### src/rtl/regfile_pkg.sv
// Shared definitions for the multi-port register file: state encoding,
// default geometry and the flattened-port slice helper.
package regfile_pkg;

    localparam int unsigned RF_DATA_W = 32;
    localparam int unsigned RF_DEPTH  = 32;
    localparam int unsigned RF_ADDR_W = 5;

    typedef enum logic {
        RF_CLEAR = 1'b0,
        RF_RUN   = 1'b1
    } rf_state_e;

    // Low bit of port idx inside a vector of w-bit fields packed side by side
    function automatic int unsigned slice_lo(int unsigned idx, int unsigned w);
        return idx * w;
    endfunction

endpackage

### src/rtl/register_file_mp_if.sv
// Operand-fetch / writeback bus of the register file; the file itself is the slave.
interface register_file_mp_if
    import regfile_pkg::*;
#(
    parameter int unsigned DATA_W = RF_DATA_W,
    parameter int unsigned ADDR_W = RF_ADDR_W,
    parameter int unsigned NUM_RD = 2,
    parameter int unsigned NUM_WR = 1
);
    logic [NUM_WR-1:0]        wr_en;
    logic [NUM_WR*ADDR_W-1:0] wr_addr;
    logic [NUM_WR*DATA_W-1:0] wr_data;
    logic [NUM_RD-1:0]        rd_en;
    logic [NUM_RD*ADDR_W-1:0] rd_addr;
    logic [NUM_RD*DATA_W-1:0] rd_data;
    logic                     init_done;

    modport master (
        output wr_en, wr_addr, wr_data, rd_en, rd_addr,
        input  rd_data, init_done
    );

    modport slave (
        input  wr_en, wr_addr, wr_data, rd_en, rd_addr,
        output rd_data, init_done
    );
endinterface

### src/rtl/rf_read_port.sv
// One read port: range/zero check, priority bypass over the write ports,
// and the enable-gated output register.
module rf_read_port
    import regfile_pkg::*;
#(
    parameter int unsigned DATA_W   = RF_DATA_W,
    parameter int unsigned DEPTH    = RF_DEPTH,
    parameter int unsigned ADDR_W   = RF_ADDR_W,
    parameter int unsigned NUM_WR   = 1,
    parameter int unsigned ZERO_REG = 1,
    parameter int unsigned BYPASS   = 1
) (
    input  logic                     clk,
    input  logic                     rst,
    input  logic                     run,
    input  logic                     rd_en,
    input  logic [ADDR_W-1:0]        rd_addr,
    input  logic [DATA_W-1:0]        arr_data,
    input  logic [NUM_WR-1:0]        wr_ok,
    input  logic [NUM_WR*ADDR_W-1:0] wr_addr,
    input  logic [NUM_WR*DATA_W-1:0] wr_data,
    output logic [DATA_W-1:0]        rd_data
);
    logic [DATA_W-1:0] sel_c;

    // Later write ports override earlier ones; range/zero checks override all
    always_comb begin
        sel_c = arr_data;
        if (BYPASS != 0) begin
            for (int k = 0; k < int'(NUM_WR); k++) begin
                if (wr_ok[k] && (wr_addr[slice_lo(k, ADDR_W) +: ADDR_W] == rd_addr)) begin
                    sel_c = wr_data[slice_lo(k, DATA_W) +: DATA_W];
                end
            end
        end
        if ((32'(rd_addr) >= DEPTH) || ((ZERO_REG != 0) && (rd_addr == '0))) begin
            sel_c = '0;
        end
    end

    always_ff @(posedge clk) begin
        if (rst || !run) begin
            rd_data <= '0;
        end else if (rd_en) begin
            rd_data <= sel_c;
        end
    end

endmodule

### src/rtl/register_file_mp.sv
// Parametrised multi-port register file for DECODE: clear sweep after reset,
// write arbitration, and NUM_RD registered read ports.
module register_file_mp
    import regfile_pkg::*;
#(
    parameter int unsigned DATA_W   = RF_DATA_W,
    parameter int unsigned DEPTH    = RF_DEPTH,
    parameter int unsigned ADDR_W   = RF_ADDR_W,
    parameter int unsigned NUM_RD   = 2,
    parameter int unsigned NUM_WR   = 1,
    parameter int unsigned ZERO_REG = 1,
    parameter int unsigned BYPASS   = 1
) (
    input  logic               clk,
    input  logic               rst,
    register_file_mp_if.slave  bus
);
    rf_state_e         state_q, state_d;
    logic [ADDR_W-1:0] clr_ptr_q, clr_ptr_d;
    logic              init_done_q, init_done_d;
    logic [DATA_W-1:0] mem [DEPTH];
    logic [NUM_WR-1:0] wr_ok_c;
    logic              run_c;

    assign run_c         = (state_q == RF_RUN);
    assign bus.init_done = init_done_q;

    always_ff @(posedge clk) begin
        if (rst) begin
            state_q     <= RF_CLEAR;
            clr_ptr_q   <= '0;
            init_done_q <= 1'b0;
        end else begin
            state_q     <= state_d;
            clr_ptr_q   <= clr_ptr_d;
            init_done_q <= init_done_d;
        end
    end

    // Clear sweep: one entry per cycle, last entry hands over to RUN
    always_comb begin
        state_d     = state_q;
        clr_ptr_d   = clr_ptr_q;
        init_done_d = init_done_q;
        if (state_q == RF_CLEAR) begin
            clr_ptr_d = clr_ptr_q + ADDR_W'(1);
            if (32'(clr_ptr_q) == DEPTH - 1) begin
                state_d     = RF_RUN;
                init_done_d = 1'b1;
            end
        end
    end

    for (genvar k = 0; k < int'(NUM_WR); k++) begin : g_wr_ok
        logic [ADDR_W-1:0] addr;
        assign addr       = bus.wr_addr[slice_lo(k, ADDR_W) +: ADDR_W];
        assign wr_ok_c[k] = run_c && bus.wr_en[k] && (32'(addr) < DEPTH)
                            && !((ZERO_REG != 0) && (addr == '0));
    end

    // Ascending port order lets the highest index win a same-address collision
    always_ff @(posedge clk) begin
        if (!rst) begin
            if (state_q == RF_CLEAR) begin
                mem[clr_ptr_q] <= '0;
            end else begin
                for (int k = 0; k < int'(NUM_WR); k++) begin
                    if (wr_ok_c[k]) begin
                        mem[bus.wr_addr[slice_lo(k, ADDR_W) +: ADDR_W]]
                            <= bus.wr_data[slice_lo(k, DATA_W) +: DATA_W];
                    end
                end
            end
        end
    end

    for (genvar i = 0; i < int'(NUM_RD); i++) begin : g_rd
        logic [ADDR_W-1:0] raddr;
        logic [DATA_W-1:0] rdata;
        assign raddr = bus.rd_addr[slice_lo(i, ADDR_W) +: ADDR_W];
        assign bus.rd_data[slice_lo(i, DATA_W) +: DATA_W] = rdata;

        rf_read_port #(
            .DATA_W   (DATA_W),
            .DEPTH    (DEPTH),
            .ADDR_W   (ADDR_W),
            .NUM_WR   (NUM_WR),
            .ZERO_REG (ZERO_REG),
            .BYPASS   (BYPASS)
        ) u_rd (
            .clk      (clk),
            .rst      (rst),
            .run      (run_c),
            .rd_en    (bus.rd_en[i]),
            .rd_addr  (raddr),
            .arr_data (mem[raddr]),
            .wr_ok    (wr_ok_c),
            .wr_addr  (bus.wr_addr),
            .wr_data  (bus.wr_data),
            .rd_data  (rdata)
        );
    end

endmodule

### src/flat_wrapper.sv
// flat-port wrapper written by rule: the top's interface ports become plain ports
module register_file_mp_flat import regfile_pkg::*;
#(
    parameter int unsigned DATA_W   = RF_DATA_W,
    parameter int unsigned DEPTH    = RF_DEPTH,
    parameter int unsigned ADDR_W   = RF_ADDR_W,
    parameter int unsigned NUM_RD   = 2,
    parameter int unsigned NUM_WR   = 1,
    parameter int unsigned ZERO_REG = 1,
    parameter int unsigned BYPASS   = 1
)
  (clk, rst, bus_wr_en, bus_wr_addr, bus_wr_data, bus_rd_en, bus_rd_addr, bus_rd_data, bus_init_done);
  register_file_mp_if #(.DATA_W(DATA_W), .ADDR_W(ADDR_W), .NUM_RD(NUM_RD), .NUM_WR(NUM_WR)) bus_i ();
  input  logic clk;
  input  logic rst;
  input wire logic [$bits(bus_i.wr_en)-1:0] bus_wr_en;
  input wire logic [$bits(bus_i.wr_addr)-1:0] bus_wr_addr;
  input wire logic [$bits(bus_i.wr_data)-1:0] bus_wr_data;
  input wire logic [$bits(bus_i.rd_en)-1:0] bus_rd_en;
  input wire logic [$bits(bus_i.rd_addr)-1:0] bus_rd_addr;
  output wire logic [$bits(bus_i.rd_data)-1:0] bus_rd_data;
  output wire logic [$bits(bus_i.init_done)-1:0] bus_init_done;
  assign bus_i.wr_en = bus_wr_en;
  assign bus_i.wr_addr = bus_wr_addr;
  assign bus_i.wr_data = bus_wr_data;
  assign bus_i.rd_en = bus_rd_en;
  assign bus_i.rd_addr = bus_rd_addr;
  assign bus_rd_data = bus_i.rd_data;
  assign bus_init_done = bus_i.init_done;
  register_file_mp #(.DATA_W(DATA_W), .DEPTH(DEPTH), .ADDR_W(ADDR_W), .NUM_RD(NUM_RD), .NUM_WR(NUM_WR), .ZERO_REG(ZERO_REG), .BYPASS(BYPASS)) u_core (.clk(clk), .rst(rst), .bus(bus_i));
endmodule
### config.mk
export PLATFORM = sky130hd
export DESIGN_NAME = register_file_mp_flat
export DESIGN_NICKNAME = d
export VERILOG_FILES = /design/src/rtl/regfile_pkg.sv /design/src/rtl/register_file_mp_if.sv /design/src/rtl/rf_read_port.sv /design/src/rtl/register_file_mp.sv /design/src/flat_wrapper.sv
export SDC_FILE = /design/constraint.sdc
export NUM_CORES = 1
export LEC_CHECK = 0
export CORE_MARGIN = 8
export CORE_UTILIZATION = 53
export CTS_BUF_LIST = sky130_fd_sc_hd__clkbuf_2
export CTS_CLUSTER_SIZE = 28
export DETAILED_ROUTE_END_ITERATION = 7
export PLACE_DENSITY = 0.73
export SYNTH_ARGS = -nofsm -noshare
export SYNTH_HDL_FRONTEND = slang
export SYNTH_SLANG_ARGS = --single-unit
### constraint.sdc
create_clock -name clk -period 8.9 [get_ports clk]
set_clock_uncertainty 0.1 [all_clocks]
set_input_delay 0.89 -clock clk [delete_from_list [all_inputs] [get_ports clk]]
set_output_delay 0.89 -clock clk [all_outputs]
set_load 0.05 [all_outputs]
==> results of run 1 <==
## cell families (layout without fill, tap and decap cells)
kind of cell | count (synthesis) | in the layout | synth area share
buffers and inverters | 209 | 709 | 0.02262
AO/OA/AOI/OAI | 305 | 305 | 0.04500
other | 0 | 5 | 0
multiplexers | 700 | 700 | 0.2664
XOR/XNOR | 13 | 13 | 0.002252
AND/OR/NAND/NOR | 245 | 245 | 0.02686
adder cells (fa/ha/maj) | 2 | 2 | 0.0004950
flip-flops | 1095 | 1095 | 0.6364
## final cells by class
cell class	instances	area, um^2	share of cell area
antenna	5	12.51	0.0002240
clock buffer	422	2112	0.03782
clock inverter	65	342.8	0.006139
inverter	7	26.28	0.0004705
multi-input combinational	1265	17570	0.3146
sequential	1095	32170	0.5761
tap	1265	1583	0.02834
timing repair buffer	215	2031	0.03636
## power by group through the flow
stage / Combinational (mW) / Clock (mW) / Sequential (mW)
floorplan: 0.439 / 0 / 5.70
global placement: 0.635 / 0 / 5.70
detailed placement: 0.642 / 0 / 5.71
CTS: 0.653 / 3.43 / 5.59
global route: 0.683 / 3.67 / 5.60
finish: 0.662 / 3.39 / 5.59
## cell usage in the layout, fill, tap and decap left out, types with 11 or more instances in the layout
master,netlist,routed
a211o_1,20,20
a211oi_1,29,29
a21o_1,17,17
a21oi_1,26,26
a22oi_1,75,75
and2_1,34,34
buf_4,18,71
clkbuf_2,0,422
clkdlybuf4s50_1,0,107
clkinv_1,0,43
dfxtp_1,71,71
dlygate4sd3_1,0,27
edfxtp_1,1024,1024
mux2_2,61,61
mux2i_1,129,129
mux4_2,510,510
nand2_1,13,13
nand2b_1,69,69
nand3_1,34,34
nor2_1,47,13
nor2_4,0,34
nor2b_1,33,32
o221ai_1,16,16
o22ai_1,49,49
o31ai_1,21,21
o41ai_1,12,12
xnor2_1,11,11
## cell usage after synthesis, types with 6 or more instances
| library cell | n | area (um^2) |
|---|---|---|
| o221ai_1 | 16 | 140.1 |
| a221o_1 | 7 | 70.07 |
| xnor2_1 | 11 | 96.34 |
| buf_4 | 18 | 135.1 |
| a22oi_1 | 75 | 563.0 |
| nor2b_1 | 33 | 206.5 |
| o22ai_1 | 49 | 306.5 |
| mux2_2 | 61 | 686.9 |
| o21ai_1 | 6 | 30.03 |
| nand2b_1 | 69 | 431.7 |
| clkbuf_1 | 79 | 296.5 |
| a21oi_1 | 26 | 130.1 |
| nand3_1 | 34 | 170.2 |
| inv_1 | 7 | 26.28 |
| mux4_2 | 510 | 11490 |
| o41ai_1 | 12 | 105.1 |
| dfxtp_1 | 71 | 1421 |
| and2_1 | 34 | 212.7 |
| buf_6 | 28 | 315.3 |
| a21o_1 | 17 | 127.6 |
| buf_2 | 65 | 325.3 |
| a22o_1 | 7 | 61.31 |
| a211oi_1 | 29 | 217.7 |
| edfxtp_1 | 1024 | 30750 |
| mux2i_1 | 129 | 1291 |
| buf_1 | 12 | 45.04 |
| nor2_1 | 47 | 176.4 |
| nand2_1 | 13 | 48.80 |
| a211o_1 | 20 | 175.2 |
| o31ai_1 | 21 | 157.7 |
## final timing paths
check	cells after the start	endpoint	startpoint	slack (ns)
worst max register to register	6	u_core.mem[14][14]	u_core.run_c	4.50
worst min register to register	2	u_core.g_rd[0].u_rd.rd_data[11]	u_core.g_rd[0].u_rd.rd_data[11]	0.41
worst min-delay path	3	u_core.g_rd[1].u_rd.rd_data[23]	bus_wr_data[23]	0.15
worst max-delay path	6	u_core.mem[14][14]	u_core.run_c	4.50
## metal layers
metal | vias up | track usage | routed length, um
met5 | - | 0 | 30
met4 | 4 | 0.1196 | 6167
met3 | 357 | 0.09714 | 21690
met2 | 2468 | 0.4177 | 68000
met1 | 15868 | 0.3885 | 55580
li1 | 11850 | - | -
## sequential cells by signal, summed over array words and instances, names as in the netlist
name / flops
u_core.g_rd.u_rd.rd_data: 64
u_core.mem: 1024
u_core.clr_ptr_q: 5
u_core.run_c: 1
u_core.bus.init_done: 1
## metrics by stage
| stage | cell area (um^2) | std cells |
|---|---|---|
| global placement | 53110 | 3820 |
| floorplan | 50550 | 2569 |
| detailed placement | 53110 | 3820 |
| CTS | 55830 | 4334 |
| finish | 55850 | 4339 |
| global route | 55840 | 4337 |
## worst max-delay path, stage by stage, from the launching register on
cell and delay [ns]:
dfxtp_1 0.59, nand2_1 0.20, a211oi_4 0.19, buf_4 0.60, mux2i_1 0.63, nand2_1 0.42
nor2_4 1.16
## timing repair
item	in CTS	in global routing
hold endpoints to repair	36	0
endpoints found under the setup margin	0	0
hold buffers	27	0
==> flow_summary.yaml, run 1 <==
logic_synthesis:
  avgSynthCellArea_um2: 19.68
  synth_seq_cells: 1095
  synth_edf_count: 1024
  netlist_area_um2: 50550
  ys_warn_count: 0
  ys_types: 55
  synth_flop_cell: "edfxtp_1"
  async_flop_share: 0
  ys_seq_area_frac: 0.6364
  netlist_instances: 2569
  syn_nets: 2623
clock_network:
  post_cts_buffers: 0
  tritoncts: "yes"
  cts_buffers: 289
  htree_levels: 5
  clk_pin_slew_ns: 0.10
  clock_sinks: 1095
  clockBufferDepth: 4
  cts_resized: 0
  insertion_delay_ns: 1.46
  root_buffer: "clkbuf_2"
power_and_ir_drop:
  leakage_nw: 16.28
  irDropWorstVdd_mv: 0.1225
  clkPwrFrac: 0.351
  p_per_area_nw_per_um2: 172.7
  comb_power_share: 0.069
  internal_power_mw: 7.196
  p_total_mw: 9.642
  swShare: 0.2537
  switchingPower_mw: 2.446
  sequentialPowerShare: 0.580
global_route:
  grt_max_degree: 137
  antenna_found_initial: 8
  grt_pass1_vias: 31297
  grt_pass1_wl_mm: 219.4
  grtUsageTotal: 0.2839
  overflow: 0
finish:
  syn2layout_area_growth_pct: 10.48
  layout-drive-gt1-share: 0.3737
  nets: 2927
  final_util: 0.5895
  fillers: 7012
floorplan:
  die_area_um2: 105500
  start_util: 0.5336
  pin_count: 117
  die_y_um: 324.8
  core_area_um2: 94730
  row_count: 113
  die_width_um: 324.8
drt:
  drt-total-wl_mm: 151.5
  viasPerCell: 7.040
  routedWlPerCell_um: 34.91
  drc: 0
  drt-initial-drc-count: 4643
  num_vias: 30547
  dr.pass1.iters: 7
  antenna_left: 0
place:
  dpl.hpwl_mm: 92.11
  preCtsSetupSlack_ns: 3.731
  portBuffers: 116
  gp_congestion: 0.9149
sta:
  slew_violations: 0
  period_needed_ns: 4.395
  max_slew_margin: 0.05223
  hold_viol_final: 0
  tns_ns: 0
  worstMarginPinSlew_ns: 1.418
  hold_ws_ns: 0.1494
  fmax_ghz: 0.2275
  rsz0062_at_grt: "false"
  fin_ws_ns: 4.505
  finalSetupViolations: 0
  finalCritPeriodShare: 0.4938
worst_setup_path:
  end_kind: "flop"
  cp.required_ns: 9.77
  cp_max_fo: 42
  startpoint_type: "flop"
  worst_ep_arrival_time_ns: 5.27
  criticalPathCategory: "flop to flop"
flow_run:
  maxCapViolations: 0
status:
  run_status: "finished clean"
min_path:
  hold_path_class: "primary input to flop"
Note: power is estimated with default switching activity, not from simulation.
==> run 2: changes to the inputs <==
Settings changed: PLACE_DENSITY 0.73 to 0.76.
Clock period 8.9 ns to 3.74 ns, I/O delays scaled along.
==> run 2 against run 1 <==
Net effect:
- final area rose by 4.2%
- worst setup slack lost 4.5 ns
- register-to-register slack got worse by 4.5 ns
- clock power is 130% higher
- non-clock buffer count increased by 207
- highest routed layer is now met4
- clock-buffer cell count down 20
- die area unchanged
- core utilization is 2.5 points higher
- total power up 140%
- sequential cell count unchanged
==> flow_summary.yaml, run 2 (synthesis gave the netlist of run 1 again) <==
status:
  run_status: "finished clean"
power_and_ir_drop:
  clkPwrFrac: 0.344
  swShare: 0.2551
  internal_power_mw: 17.04
  sequentialPowerShare: 0.582
  leakage_nw: 17.35
  irDropWorstVdd_mv: 0.3177
  switchingPower_mw: 5.836
  comb_power_share: 0.074
  p_per_area_nw_per_um2: 393.2
floorplan:
  start_util: 0.5336
  die_area_um2: 105500
  row_count: 113
  core_area_um2: 94730
  die_width_um: 324.8
  pin_count: 117
  die_y_um: 324.8
drt:
  routedWlPerCell_um: 33.58
  drt-initial-drc-count: 4556
  antenna_left: 0
  drc: 0
  dr.pass1.iters: 6
  drt-total-wl_mm: 152.9
  num_vias: 31541
  viasPerCell: 6.928
global_route:
  grt_pass1_vias: 32896
  grtUsageTotal: 0.2868
  antenna_found_initial: 5
  overflow: 0
  grt_max_degree: 99
  grt_pass1_wl_mm: 223.1
sta:
  tns_ns: 0
  fmax_ghz: 0.2709
  max_slew_margin: 0.2817
  hold_ws_ns: 0.1254
  worstMarginPinSlew_ns: 1.077
  hold_viol_final: 0
  slew_violations: 0
  period_needed_ns: 3.691
  finalCritPeriodShare: 0.9869
  rsz0062_at_grt: "false"
  finalSetupViolations: 0
finish:
  largest_registers: "u_core.mem x1024, u_core.g_rd.u_rd.rd_data x64, u_core.clr_ptr_q x5"
  fillers: 6697
  syn2layout_area_growth_pct: 15.11
  regMostFlops: "u_core.mem"
  largest_register_ff_count: 1024
  layout-drive-gt1-share: 0.3785
  final_cell_mix: "edfxtp_1 (1,024), mux4_2 (510), clkbuf_2 (402)"
  nets: 3132
  final_common_cell: "edfxtp_1"
clock_network:
  htree_levels: 5
  cts_resized: 0
  post_cts_buffers: 0
  tritoncts: "yes"
  insertion_delay_ns: 1.52
  holdBufCountCts: 119
  clock_sinks: 1095
  cts_buffers: 287
  root_buffer: "clkbuf_2"
  clk_pin_slew_ns: 0.11
  clockBufferDepth: 4
worst_setup_path:
  criticalPathCategory: "flop to flop"
  cp.required_ns: 5.05
  cp_max_fo: 31
  startpoint_type: "flop"
  end_kind: "flop"
  worst_ep_arrival_time_ns: 5.00
place:
  gp_congestion: 0.9223
  portBuffers: 116
  dpl.hpwl_mm: 93.10
min_path:
  hold_path_class: "primary input to flop"
flow_run:
  maxCapViolations: 0
==> run 2: final timing paths <==
path	from	to	slack, ns	depth (start not counted)
worst max-delay path	u_core.run_c	u_core.g_rd[1].u_rd.rd_data[29]	0.05	8
worst min register to register	u_core.bus.init_done	u_core.bus.init_done	0.39	2
worst max register to register	u_core.run_c	u_core.g_rd[1].u_rd.rd_data[29]	0.05	8
worst min-delay path	bus_wr_data[11]	u_core.g_rd[0].u_rd.rd_data[11]	0.13	4
==> run 2: routing by layer <==
metal | vias to the layer above | global-route usage | part of all wire
met2 | 2655 | 0.4479 | 0.47
li1 | 12290 | - | -
met1 | 16116 | 0.3701 | 0.35
met5 | - | 0 | 0
met3 | 480 | 0.06938 | 0.12
met4 | 0 | 0.1632 | 0.059
==> run 2: worst max-delay path, cell delays in order, from the launching register on <==
cell and delay [ns]:
dfxtp_1 0.64, nand2_1 0.20, a21o_1 0.37, o311ai_4 0.39, buf_12 0.27, dlygate4sd3_1 0.78
nand2b_1 0.18, nand3_1 0.12, dlygate4sd3_1 0.58
==> run 2: per-stage QoR <==
| step | total power [mW] | utilization | setup WS (ns) | instances | area [um^2] |
|---|---|---|---|---|---|
| 6_report | 22.88 | 0.6142 | 0.04891 | 4553 | 58190 |
| 5_1_grt | 23.66 | 0.6141 | 0.02520 | 4546 | 58170 |
| 4_1_cts | 22.97 | 0.6140 | 0.2441 | 4544 | 58160 |
| 3_5_place_dp | 15.19 | 0.5760 | 0.3576 | 3935 | 54560 |
| 3_3_place_gp | 15.17 | 0.5760 | 0.4430 | 3935 | 54560 |
| 2_1_floorplan | 14.62 | - | 0.08613 | 2569 | 50550 |
==> run 2: cell type report <==
| cell class | count | area [um^2] | area share |
|---|---|---|---|
| Inverter | 7 | 26.28 | 0.0004516 |
| Sequential cell | 1095 | 32170 | 0.5529 |
| Antenna cell | 9 | 22.52 | 0.0003871 |
| Clock inverter | 88 | 400.4 | 0.006881 |
| Clock buffer | 402 | 2012 | 0.03458 |
| Tap cell | 1265 | 1583 | 0.02720 |
| Multi-Input combinational cell | 1265 | 17570 | 0.3019 |
| Timing Repair Buffer | 422 | 4403 | 0.07567 |
==> run 2: power groups by stage <==
stage	registers [mW]	clock network, mW	logic [mW]
after floorplan	13.6	0	1.05
after global placement	13.6	0	1.59
after detailed placement	13.6	0	1.61
after CTS	13.3	7.98	1.68
after global routing	13.3	8.59	1.75
final	13.3	7.88	1.70
==> patch 1 (settings of run 2) <==
`NUM_RD` is set to 2 in 3 places; all go to 1.
--- a/src/rtl/register_file_mp_if.sv
+++ b/src/rtl/register_file_mp_if.sv
@@ -5,5 +5,5 @@
     parameter int unsigned DATA_W = RF_DATA_W,
     parameter int unsigned ADDR_W = RF_ADDR_W,
-    parameter int unsigned NUM_RD = 2,
+    parameter int unsigned NUM_RD = 1,
     parameter int unsigned NUM_WR = 1
 );
--- a/src/rtl/register_file_mp.sv
+++ b/src/rtl/register_file_mp.sv
@@ -7,5 +7,5 @@
     parameter int unsigned DEPTH    = RF_DEPTH,
     parameter int unsigned ADDR_W   = RF_ADDR_W,
-    parameter int unsigned NUM_RD   = 2,
+    parameter int unsigned NUM_RD   = 1,
     parameter int unsigned NUM_WR   = 1,
     parameter int unsigned ZERO_REG = 1,
--- a/src/flat_wrapper.sv
+++ b/src/flat_wrapper.sv
@@ -5,5 +5,5 @@
     parameter int unsigned DEPTH    = RF_DEPTH,
     parameter int unsigned ADDR_W   = RF_ADDR_W,
-    parameter int unsigned NUM_RD   = 2,
+    parameter int unsigned NUM_RD   = 1,
     parameter int unsigned NUM_WR   = 1,
     parameter int unsigned ZERO_REG = 1,
Ports: changed (resized bus_rd_addr, bus_rd_data and bus_rd_en); port bits go from 117 to 79. No check against the original RTL was run, so the function may have changed too.
==> patch 1 against run 2 <==
Clock power decreased by 6.5%; area after synthesis is 19% lower; wire length is 34% lower; sequential cell count decreased by 32; power shrank 7.0%; combinational power shrank 44%; sequential share of layout area grew 11 points; critical path type unchanged; highest routed layer unchanged; largest power group unchanged; cell area is 18% lower; setup slack better by 240 ps; non-clock buffer count is 68 lower; critical endpoint is now u_core.g_rd[0].u_rd.rd_data[19]; count of clock-buffer cells in the layout decreased by 60.
==> patch 1: results <==
{
  "outcome": "completed",
  "synth_area_leaders": "edfxtp_1, mux4_2, mux2i_1, dfxtp_1, mux2_2",
  "met3_usage": 0.0622,
  "cp_max_fo": 14,
  "dp_hpwl_um": 60200,
  "placedInstanceArea_sq_um": 44400,
  "port_buffers": 78,
  "drive_gt1_frac": 0.318,
  "holdWs_ps": 192,
  "syn_inst": 1918,
  "yosysSeqAreaShare": 0.772,
  "clockBufferDepth": 3,
  "cts-buffers-inserted": 241,
  "via_count": 22305,
  "synth.distinct_cells": 40,
  "synth_fp_nets": 1966,
  "rrSetupSlack_ps": 290,
  "grt_pass1_wl_um": 148000,
  "slew_headroom": 0.167,
  "crit_slowest_cell": "and4_1",
  "ir_drop_v": 0.000253,
  "grt.total_usage": 0.232,
  "min_from": "bus_wr_addr[0]",
  "globalplace.congestion": 0.914,
  "power_leakage_uw": 0.0145,
  "wl_met2_um": 49100,
  "grt_pass1_vias": 22808
}
## patch 1: changes by cell type after synthesis, moves of 24 or more
cell,change
a2111oi_0,+32
a21oi_1,-24
a221o_1,+25
a22o_1,+25
a22oi_1,-75
buf_2,-43
dfxtp_1,-32
mux2_2,-27
mux4_2,-318
nand2b_1,-65
nand3_1,-34
nor2b_1,-29
## patch 1: repair_timing
action | CTS | global route
setup endpoints to repair | 0 | 0
hold buffers | 98 | 0
hold endpoints to repair | 1077 | 0
## patch 1: logic make-up (layout without fill, tap and decap cells)
logic type / count (synthesis) / after routing / share of synthesized area
DFF: 1063 / 1063 / 0.772
muxes: 360 / 360 / 0.148
AOI/OAI and AO/OA: 218 / 218 / 0.0449
and+or+nand+nor: 140 / 140 / 0.0172
buffers and inverters: 127 / 802 / 0.0155
xor gates and xnor gates: 8 / 8 / 0.00172
adders and majority gates: 2 / 2 / 0.000613
other: 0 / 5 / 0
## patch 1: area by class of cell
cell class	count	area share
flip-flops and latches	1063	0.662
clock inverters	101	0.0121
well taps	1030	0.0271
inverters	5	0.000394
repair buffers	354	0.0744
multi-input cells	728	0.188
clock buffers	342	0.0359
diodes	5	0.000263
## patch 1: power groups by stage
stage,logic (uW),clock network (uW),registers [uW]
after floorplan,540,0,13200
after detailed placement,891,0,13200
after CTS,948,7510,12900
final,956,7370,12900
after global routing,996,8100,13000
after global placement,882,0,13200
## patch 1: worst register-to-register path, stage by stage (launching register included)
cell           delay [ps]
dfxtp_1               600
nand2_1               200
a21oi_1               140
and4_1                710
buf_4                 360
a2111oi_0             150
buf_4                 190
a221o_1               270
dlygate4sd3_1         560
==> patch 2 (settings of run 2) <==
Without the edit above. Reset style: asynchronous (`rst`), changed in one clocked block.
--- a/src/rtl/register_file_mp.sv
+++ b/src/rtl/register_file_mp.sv
@@ -26,5 +26,5 @@
     assign bus.init_done = init_done_q;
 
-    always_ff @(posedge clk) begin
+    always_ff @(posedge clk or posedge rst) begin
         if (rst) begin
             state_q     <= RF_CLEAR;
Check against the original RTL: same outputs for any inputs over 4 cycles, from zero or initial values and one cycle with rst high; that may be too few to reach the edited logic, so the function may still have changed.
==> patch 2 against run 2 <==
Cell area is 1.0% lower; utilization is 0.38 points higher; via count increased by 6.0%; synthesized cell count rose by 4.1%; wire length increased by 7.5%; setup slack is essentially flat; hold slack improved by 0.95 ps; area after synthesis fell by 1.4%; first-iteration DRC count increased by 19%; sequential cell count stayed put; sequential share of layout area grew 0.63 points; power grew 2.4%; clock power about the same; largest power group unchanged.
==> patch 2: results <==
{
  "dp_hpwl_um": 99500,
  "nMultiInputCombCells": 1364,
  "cts-buffers-inserted": 284,
  "grt_pass1_vias": 34090,
  "final-seq-area_sq_um": 32200,
  "drive_gt1_frac": 0.346,
  "min_from": "bus_wr_data[25]",
  "synth.area.mux_share": 0.236,
  "placedInstanceArea_sq_um": 54100,
  "cts_hold_buf": 110,
  "r2r_end": "u_core.g_rd[1].u_rd.rd_data[23]",
  "async_reset_ff_frac": 0.00639,
  "synth_fa_ha_area_frac": 0.000502,
  "routedWlPerCell_um": 35.5,
  "clk_share": 0.0415,
  "grt_max_degree": 137,
  "power_leakage_uw": 0.0208,
  "fin_nets": 3228,
  "clkbuf_count": 373,
  "synth_area_leaders": "edfxtp_1, mux4_2, a22oi_1, dfxtp_1, mux2i_1",
  "gr-usage-met1": 0.394,
  "stdcell_count": 4625,
  "outcome": "completed",
  "place_ws_ps": -49.4,
  "r2r-start": "u_core.run_c",
  "seq_cell_count": 1095,
  "grt_pass1_wl_um": 234000,
  "synth_commonest_cells": "edfxtp_1, mux4_2, a22oi_1"
}
## patch 2: cell count changes after synthesis, sizes merged, moves of 41 or more
cell	change
a22oi	+108
mux4	-70
nand2	+63
nand2b	-65
o21ai	+41
## patch 2: how the worst max path moves through the flow
| stage | start | end | slack, ps | cells after the start |
|---|---|---|---|---|
| floorplan | bus_wr_addr[4] | u_core.mem[26][0] | -50 | 7 |
| global placement | bus_wr_addr[0] | u_core.mem[9][26] | -30 | 7 |
| detailed placement | bus_wr_addr[0] | u_core.mem[9][26] | -50 | 7 |
| CTS | u_core.run_c | u_core.g_rd[0].u_rd.rd_data[18] | 150 | 8 |
| global route | u_core.run_c | u_core.g_rd[1].u_rd.rd_data[23] | 100 | 8 |
| finish | bus_rd_addr[9] | u_core.g_rd[1].u_rd.rd_data[23] | 50 | 10 |
## patch 2: power breakdown
part / switching (uW) / internal, uW
combinational: 1290 / 809
clock: 4910 / 3000
sequential: 44.6 / 13400
total: 6250 / 17200
